$ cat config.mk
export PLATFORM = sky130hd
export DESIGN_NAME = bmp_loader
export DESIGN_NICKNAME = d
export VERILOG_FILES = /design/src/rtl/bmp_loader_pkg.sv /design/src/rtl/bmp_wr_fifo.sv /design/src/rtl/bmp_loader.sv
export SDC_FILE = /design/constraint.sdc
export NUM_CORES = 1
export LEC_CHECK = 0
export BUFFER_PORTS_ARGS = -buffer_cell sky130_fd_sc_hd__buf_2
export CAP_MARGIN = 30
export CORE_MARGIN = 2
export CORE_UTILIZATION = 50
export DETAILED_ROUTE_END_ITERATION = 8
export PLACE_DENSITY = 0.68
export SYNTH_ARGS = -nofsm -noshare
export SYNTH_HDL_FRONTEND = slang
export SYNTH_SLANG_ARGS = --single-unit
$ cat constraint.sdc
create_clock -name clk_sys -period 8.1 [get_ports clk_sys]
set_input_delay 0 -clock clk_sys [delete_from_list [all_inputs] [get_ports clk_sys]]
set_output_delay 0 -clock clk_sys [all_outputs]
set_load 0.05 [all_outputs]
$ cat src/rtl/bmp_loader_pkg.sv
`default_nettype none
// +----------------------------------------------------------------------------+
// | Module  : bmp_loader_pkg                                                   |
// | Brief   : Shared types, error codes and BMP header offsets for bmp_loader. |
// | Revision: 1.0                                                              |
// +----------------------------------------------------------------------------+
package bmp_loader_pkg;

  typedef enum logic [2:0] {
    S_IDLE   = 3'd0,
    S_HEADER = 3'd1,
    S_PIXELS = 3'd2,
    S_DONE   = 3'd3,
    S_ERROR  = 3'd4
  } state_e;

  localparam logic [2:0] ERR_NONE  = 3'd0;
  localparam logic [2:0] ERR_SIG   = 3'd1;
  localparam logic [2:0] ERR_OFS   = 3'd2;
  localparam logic [2:0] ERR_BPP   = 3'd3;
  localparam logic [2:0] ERR_SIZE  = 3'd4;
  localparam logic [2:0] ERR_OVF   = 3'd5;
  localparam logic [2:0] ERR_TRUNC = 3'd6;

  // Byte offsets of the little-endian header fields inside the file
  localparam logic [24:0] HDR_SIG = 25'd0;
  localparam logic [24:0] HDR_OFS = 25'd10;
  localparam logic [24:0] HDR_WID = 25'd18;
  localparam logic [24:0] HDR_HGT = 25'd22;
  localparam logic [24:0] HDR_BPP = 25'd28;
  localparam logic [24:0] HDR_END = 25'd29;

  // Byte-lane enables {hi,lo} for a byte address: odd bytes go to the high lane
  function automatic logic [1:0] lane_enable(input logic lsb);
    return {lsb, ~lsb};
  endfunction

endpackage
`default_nettype wire

$ cat src/rtl/bmp_wr_fifo.sv
`default_nettype none
// +----------------------------------------------------------------------------+
// | Module  : bmp_wr_fifo                                                      |
// | Brief   : Synchronous FIFO holding {relative address, byte} pixel writes.  |
// |           Push on a full FIFO is accepted only when a pop happens in the  |
// |           same cycle.                                                      |
// | Revision: 1.0                                                              |
// +----------------------------------------------------------------------------+
module bmp_wr_fifo #(
  parameter int DEPTH = 4,
  parameter int WIDTH = 32
) (
  input  logic             clk,
  input  logic             rst,
  input  logic             push_i,
  input  logic             pop_i,
  input  logic             flush_i,
  input  logic [WIDTH-1:0] wdata_i,
  output logic [WIDTH-1:0] rdata_o,
  output logic             full_o,
  output logic             empty_o
);

  localparam int AW = $clog2(DEPTH);
  localparam logic [AW:0] CNT_FULL = (AW+1)'(DEPTH);

  logic [WIDTH-1:0] mem_q [DEPTH];
  logic [AW-1:0]    wr_ptr_q;
  logic [AW-1:0]    rd_ptr_q;
  logic [AW:0]      count_q;
  logic             do_push;
  logic             do_pop;

  assign empty_o = (count_q == '0);
  assign full_o  = (count_q == CNT_FULL);
  assign rdata_o = mem_q[rd_ptr_q];
  assign do_pop  = pop_i && !empty_o;
  assign do_push = push_i && (!full_o || do_pop);

  // Storage array; no reset needed since occupancy is tracked by count_q
  always_ff @(posedge clk) begin
    if (do_push && !flush_i) begin
      mem_q[wr_ptr_q] <= wdata_i;
    end
  end

  // Pointer and occupancy bookkeeping; flush empties the queue at once
  always_ff @(posedge clk) begin
    if (rst || flush_i) begin
      wr_ptr_q <= '0;
      rd_ptr_q <= '0;
      count_q  <= '0;
    end else begin
      if (do_push) wr_ptr_q <= wr_ptr_q + 1'b1;
      if (do_pop)  rd_ptr_q <= rd_ptr_q + 1'b1;
      case ({do_push, do_pop})
        2'b10:   count_q <= count_q + 1'b1;
        2'b01:   count_q <= count_q - 1'b1;
        default: count_q <= count_q;
      endcase
    end
  end

endmodule
`default_nettype wire

$ cat src/rtl/bmp_loader.sv
`default_nettype none
// +----------------------------------------------------------------------------+
// | Module  : bmp_loader                                                       |
// | Brief   : Parses a streamed 32bpp BMP, validates its header and turns its |
// |           pixel bytes into byte-lane SDRAM writes over a req/ack toggle    |
// |           handshake.                                                       |
// | Revision: 1.0                                                              |
// +----------------------------------------------------------------------------+
module bmp_loader
  import bmp_loader_pkg::*;
#(
  parameter int DEPTH      = 4,
  parameter int MAX_WIDTH  = 512,
  parameter int MAX_HEIGHT = 312,
  parameter int BPP_REQ    = 32
) (
  input  logic        clk_sys,
  input  logic        reset,
  input  logic        ioctl_download,
  input  logic        ioctl_wr,
  input  logic [24:0] ioctl_addr,
  input  logic [7:0]  ioctl_dout,
  output logic        port1_req,
  input  logic        port1_ack,
  output logic [22:0] port1_a,
  output logic [1:0]  port1_ds,
  output logic [15:0] port1_d,
  output logic        port1_we,
  output logic        bmp_loaded,
  output logic [2:0]  bmp_error,
  output logic [9:0]  bmp_width,
  output logic [8:0]  bmp_height
);

  localparam logic [31:0] MAX_W     = 32'(MAX_WIDTH);
  localparam logic [31:0] MAX_H     = 32'(MAX_HEIGHT);
  localparam logic [15:0] BPP_W     = 16'(BPP_REQ);
  localparam logic [24:0] PIX_LIMIT = 25'(MAX_WIDTH * MAX_HEIGHT * 4);

  // Input edge detection and one-stage byte capture
  logic        wr_q;
  logic        dl_q;
  logic        acc_q;
  logic [24:0] addr_q;
  logic [7:0]  byte_q;
  logic        accept;
  logic        dl_rise;
  logic        dl_fall;

  // Header fields
  logic [23:0] ofs_q;
  logic [31:0] width_q;
  logic [31:0] height_q;
  logic [7:0]  bpp_lo_q;

  // Control
  state_e      state_q;
  state_e      state_d;
  logic [2:0]  err_q;
  logic [2:0]  err_d;
  logic        push;
  logic        pop;
  logic        flush;
  logic        size_bad;
  logic [24:0] rel_full;
  logic        pix_hit;

  // Write FIFO
  logic [31:0] fifo_rdata;
  logic        fifo_full;
  logic        fifo_empty;

  // Drain side registers
  logic        req_q;
  logic [22:0] a_q;
  logic [1:0]  ds_q;
  logic [15:0] d_q;

  assign accept  = ioctl_wr && !wr_q && ioctl_download;
  assign dl_rise = ioctl_download && !dl_q;
  assign dl_fall = !ioctl_download && dl_q;

  // Latch strobe/download history and register each accepted byte for one cycle
  always_ff @(posedge clk_sys) begin
    if (reset) begin
      wr_q   <= 1'b0;
      dl_q   <= 1'b0;
      acc_q  <= 1'b0;
      addr_q <= '0;
      byte_q <= '0;
    end else begin
      wr_q  <= ioctl_wr;
      dl_q  <= ioctl_download;
      acc_q <= accept;
      if (accept) begin
        addr_q <= ioctl_addr;
        byte_q <= ioctl_dout;
      end
    end
  end

  // Capture the little-endian header fields as their bytes stream past
  always_ff @(posedge clk_sys) begin
    if (reset) begin
      ofs_q    <= '0;
      width_q  <= '0;
      height_q <= '0;
      bpp_lo_q <= '0;
    end else if (acc_q && state_q == S_HEADER) begin
      case (addr_q)
        HDR_OFS:          ofs_q[7:0]      <= byte_q;
        HDR_OFS + 25'd1:  ofs_q[15:8]     <= byte_q;
        HDR_OFS + 25'd2:  ofs_q[23:16]    <= byte_q;
        HDR_WID:          width_q[7:0]    <= byte_q;
        HDR_WID + 25'd1:  width_q[15:8]   <= byte_q;
        HDR_WID + 25'd2:  width_q[23:16]  <= byte_q;
        HDR_WID + 25'd3:  width_q[31:24]  <= byte_q;
        HDR_HGT:          height_q[7:0]   <= byte_q;
        HDR_HGT + 25'd1:  height_q[15:8]  <= byte_q;
        HDR_HGT + 25'd2:  height_q[23:16] <= byte_q;
        HDR_HGT + 25'd3:  height_q[31:24] <= byte_q;
        HDR_BPP:          bpp_lo_q        <= byte_q;
        default: ;
      endcase
    end
  end

  // Unsigned compares also reject negative (top-down) heights
  assign size_bad = (width_q == '0) || (width_q > MAX_W) ||
                    (height_q == '0) || (height_q > MAX_H);
  assign rel_full = addr_q - {1'b0, ofs_q};
  assign pix_hit  = (addr_q >= {1'b0, ofs_q}) && (rel_full < PIX_LIMIT);

  // Flush on a new download and continuously while parked in ERROR
  assign flush = dl_rise || (state_q == S_ERROR);
  assign pop   = (req_q == port1_ack) && !fifo_empty && !flush;

  // State and error-code registers
  always_ff @(posedge clk_sys) begin
    if (reset) begin
      state_q <= S_IDLE;
      err_q   <= ERR_NONE;
    end else begin
      state_q <= state_d;
      err_q   <= err_d;
    end
  end

  // Next-state: header validation, pixel routing, download start/end handling
  always_comb begin
    state_d = state_q;
    err_d   = err_q;
    push    = 1'b0;
    case (state_q)
      S_HEADER: begin
        if (acc_q) begin
          if ((addr_q == HDR_SIG && byte_q != 8'h42) ||
              (addr_q == HDR_SIG + 25'd1 && byte_q != 8'h4D)) begin
            state_d = S_ERROR;
            err_d   = ERR_SIG;
          end else if (addr_q == HDR_OFS + 25'd3 &&
                       (byte_q != 8'h00 || ofs_q < 24'd30)) begin
            state_d = S_ERROR;
            err_d   = ERR_OFS;
          end else if (addr_q == HDR_END) begin
            if ({byte_q, bpp_lo_q} != BPP_W) begin
              state_d = S_ERROR;
              err_d   = ERR_BPP;
            end else if (size_bad) begin
              state_d = S_ERROR;
              err_d   = ERR_SIZE;
            end else begin
              state_d = S_PIXELS;
            end
          end
        end
        // A byte accepted just before the fall is still processed first
        if (dl_fall) begin
          if (state_d == S_HEADER) begin
            state_d = S_ERROR;
            err_d   = ERR_TRUNC;
          end else if (state_d == S_PIXELS) begin
            state_d = S_DONE;
          end
        end
      end
      S_PIXELS: begin
        if (acc_q && pix_hit) begin
          if (fifo_full && !pop) begin
            state_d = S_ERROR;
            err_d   = ERR_OVF;
          end else begin
            push = 1'b1;
          end
        end
        if (dl_fall && state_d == S_PIXELS) begin
          state_d = S_DONE;
        end
      end
      default: ;
    endcase
    if (dl_rise) begin
      state_d = S_HEADER;
      err_d   = ERR_NONE;
      push    = 1'b0;
    end
  end

  bmp_wr_fifo #(
    .DEPTH (DEPTH),
    .WIDTH (32)
  ) u_fifo (
    .clk     (clk_sys),
    .rst     (reset),
    .push_i  (push),
    .pop_i   (pop),
    .flush_i (flush),
    .wdata_i ({rel_full[23:0], byte_q}),
    .rdata_o (fifo_rdata),
    .full_o  (fifo_full),
    .empty_o (fifo_empty)
  );

  // Issue one SDRAM write per pop; req follows ack on reset so nothing is pending
  always_ff @(posedge clk_sys) begin
    if (reset) begin
      req_q <= port1_ack;
      a_q   <= '0;
      ds_q  <= '0;
      d_q   <= '0;
    end else if (pop) begin
      req_q <= ~req_q;
      a_q   <= fifo_rdata[31:9];
      ds_q  <= lane_enable(fifo_rdata[8]);
      d_q   <= {fifo_rdata[7:0], fifo_rdata[7:0]};
    end
  end

  assign port1_req  = req_q;
  assign port1_a    = a_q;
  assign port1_ds   = ds_q;
  assign port1_d    = d_q;
  assign port1_we   = (state_q == S_PIXELS) || !fifo_empty;
  assign bmp_loaded = (state_q == S_DONE);
  assign bmp_error  = err_q;
  assign bmp_width  = width_q[9:0];
  assign bmp_height = height_q[8:0];

endmodule
`default_nettype wire

==> results.txt <==
Die X = 169 um
Worst-Skew Late Latency = 510 ps
Synth top area share = 28.3%
Core Region = 26900 um^2
Max_cap viols = 0
Net Count, Synth = 1361
R2r setup slk = 3530 ps
Max transition margin = 33.4%
Port Buf Inserts = 103
Fin worst setup slack = 3530 ps
Total Nets Final = 1456
Mapped Avg Cell Area = 10.6 um^2
I/O pin total = 104
Vias per cell = 5.56
Final slew viol count = 0
Int Pwr = 2.67 mW
First-pass GRT wire length = 50000 um
Pre-Repair DR Iteration Count = 4
Net switching power = 806 uW
Worst setup SP type = register
Vias in the first global route = 9465
Status = completed
Initial core utilization = 50.8%
Hold_sp = ioctl_dout[4]
Area delta synth->final = 15.1%
Hold Crit Class = input pin to register
CTS sink cnt = 309
Post-synthesis sequential area ratio = 54.7%
Row cnt = 60
Initial antenna violation count = 0
CP arrival = 4740 ps
Endpoint class of the critical path = register
Diode count = 0
Synth Instances = 1292
Die area = 28700 um^2
Synth area leaders = edfxtp_1, dfxtp_1, nand2_1
Routability Congestion = 0.935
Largest net degree at the start of global routing = 75
Seq cells post-synth = 309
Area leader, netlist = edfxtp_1
Number of buffers created by CTS = 34
Maximum clock frequency = 0.219 GHz
Worst Path Required = 8270 ps
Antenna-violating nets left = 0
Clock share of power = 43.6%
Sw Ratio = 23.2%
Bufs on Longest Clock Path = 3
CP max FO = 20
Post-synth EDFFs = 129
RSZ-0062 raised after global routing = no
Total number of vias = 9744
Routed len/inst = 18.0 um
R2r startpoint = addr_q[0]
Fin crit period = 4570 ps
LEAKAGE = 6.14 nW
GRT Util Overall = 22.0%
Post-CTS Repair Setup Buffers = 0
Synth Flop Type = dfxtp_1
Final WL = 31500 um
1st-iter DRT viols = 666
Tcrit/Tclk final = 56.4%
DIE HEIGHT = 169 um
Global route total overflow = 0
FFs w/ async S/R, synth = 0%
Worst-Margin Slew = 997 ps
Commonest cells in the synthesized netlist = nand2_1, dfxtp_1, edfxtp_1
Distinct cells, synth = 80
Crit path from = addr_q[0]
Final hold violation count = 0
Root buf cell = clkbuf_16
Htree depth = 2
Worst clock skew = 15.5 ps
VDD IR max = 0.148 mV
Yosys Warn Count = 0
Seq pwr share = 48.3%
DRC Markers = 0
Setup WS pre-CTS = 3490 ps
Setup TNS = 0 ps
Fin cells = 1753
Cell Area, Synth = 13700 um^2
Pwr/cell area = 221 nW/um^2
Most frequent cell after synthesis = nand2_1
Count of final setup violators = 0
Critical path class = register to register
DP HPWL = 20900 um
Worst-path clk slew = 60 ps
Core Util, Final = 58.5%
Layout cells sized above 1 = 15.9%
Comb power frac = 8.2%
DP Cell Count = 1652
Hold slack = 277 ps
CTS tree = built
## stage by stage
stage                     instance area (um^2)  power (mW)
after floorplan                          13700        1.89
after global placement                   14200        1.97
after detailed placement                 14200        1.98
after CTS                                15700        3.50
after global routing                     15700        3.59
final                                    15700        3.48
## kinds of logic (layout without fill, tap and decap cells)
family          count (synthesis)  after routing  share of synthesized area [%]
simple gates                  465            465                           15.6
flops                         309            309                           54.7
compound gates                219            219                           9.73
buf+inv                       137            257                           4.68
mux                           106            106                           10.7
fa+ha+maj                      31             31                           2.95
xor+xnor                       25             25                           1.60
## routing by layer
metal,up-vias,global-route usage (%),wire [um]
met4,0,5.91,737
met2,244,37.3,14900
met1,4689,30.0,14400
met5,-,0,0
met3,60,2.87,1480
li1,4751,-,-
## worst paths after layout
check	to	depth (start not counted)
worst max-delay path	u_fifo.mem_q[3][23]	13
worst min-delay path	byte_q[4]	4
worst max register to register	u_fifo.mem_q[3][23]	13
worst min register to register	port1_a[0]	2
## power groups by stage
stage | Sequential, mW | Clock (mW) | Combinational (mW)
after global routing | 1.68 | 1.60 | 0.310
after CTS | 1.68 | 1.54 | 0.281
after detailed placement | 1.71 | 0 | 0.266
after floorplan | 1.70 | 0 | 0.191
final | 1.68 | 1.51 | 0.285
after global placement | 1.71 | 0 | 0.259
## what timing repair did
item,in CTS,in global routing
endpoints found under the hold margin,61,0
resized for setup,0,0
hold buffers,40,0
endpoints found under the setup margin,0,0
## placed cells by master, fill, tap and decap left out, drive strengths merged, types with 40 or more instances in the layout
master / count
nand2: 216
dlygate4sd3: 40
mux2i: 74
buf: 116
clkbuf: 50
a21oi: 127
nor2: 114
dfxtp: 180
edfxtp: 129
inv: 41
## sequential cells by signal, indices dropped and copies added (netlist names), 8 cells and up, named ones only
name,count
height_q,32
ofs_q,24
byte_q,8
port1_a,23
port1_d,8
addr_q,25
bpp_lo_q,8
width_q,32
u_fifo.mem_q,128
## critical path, cell delays in order, from the launching register on
cell and delay, ps:
dfxtp_1 340, inv_1 180, ha_1 200, inv_1 50
fa_1 410, a211o_1 360, a211oi_1 360, o21ai_1 150
a21oi_1 180, xnor2_1 160, a311o_1 380, a21oi_1 380
and3_1 650, buf_4 420
## final cells by class
| class | count | area, um^2 |
|---|---|---|
| repair buffers | 156 | 1020 |
| clock inverters | 11 | 123 |
| fillers | 2306 | 11100 |
| inverters | 40 | 150 |
| clock buffers | 50 | 982 |
| flip-flops and latches | 309 | 7480 |
| well taps | 341 | 427 |
| multi-input cells | 846 | 5550 |
Note: power is estimated with default switching activity, not from simulation.
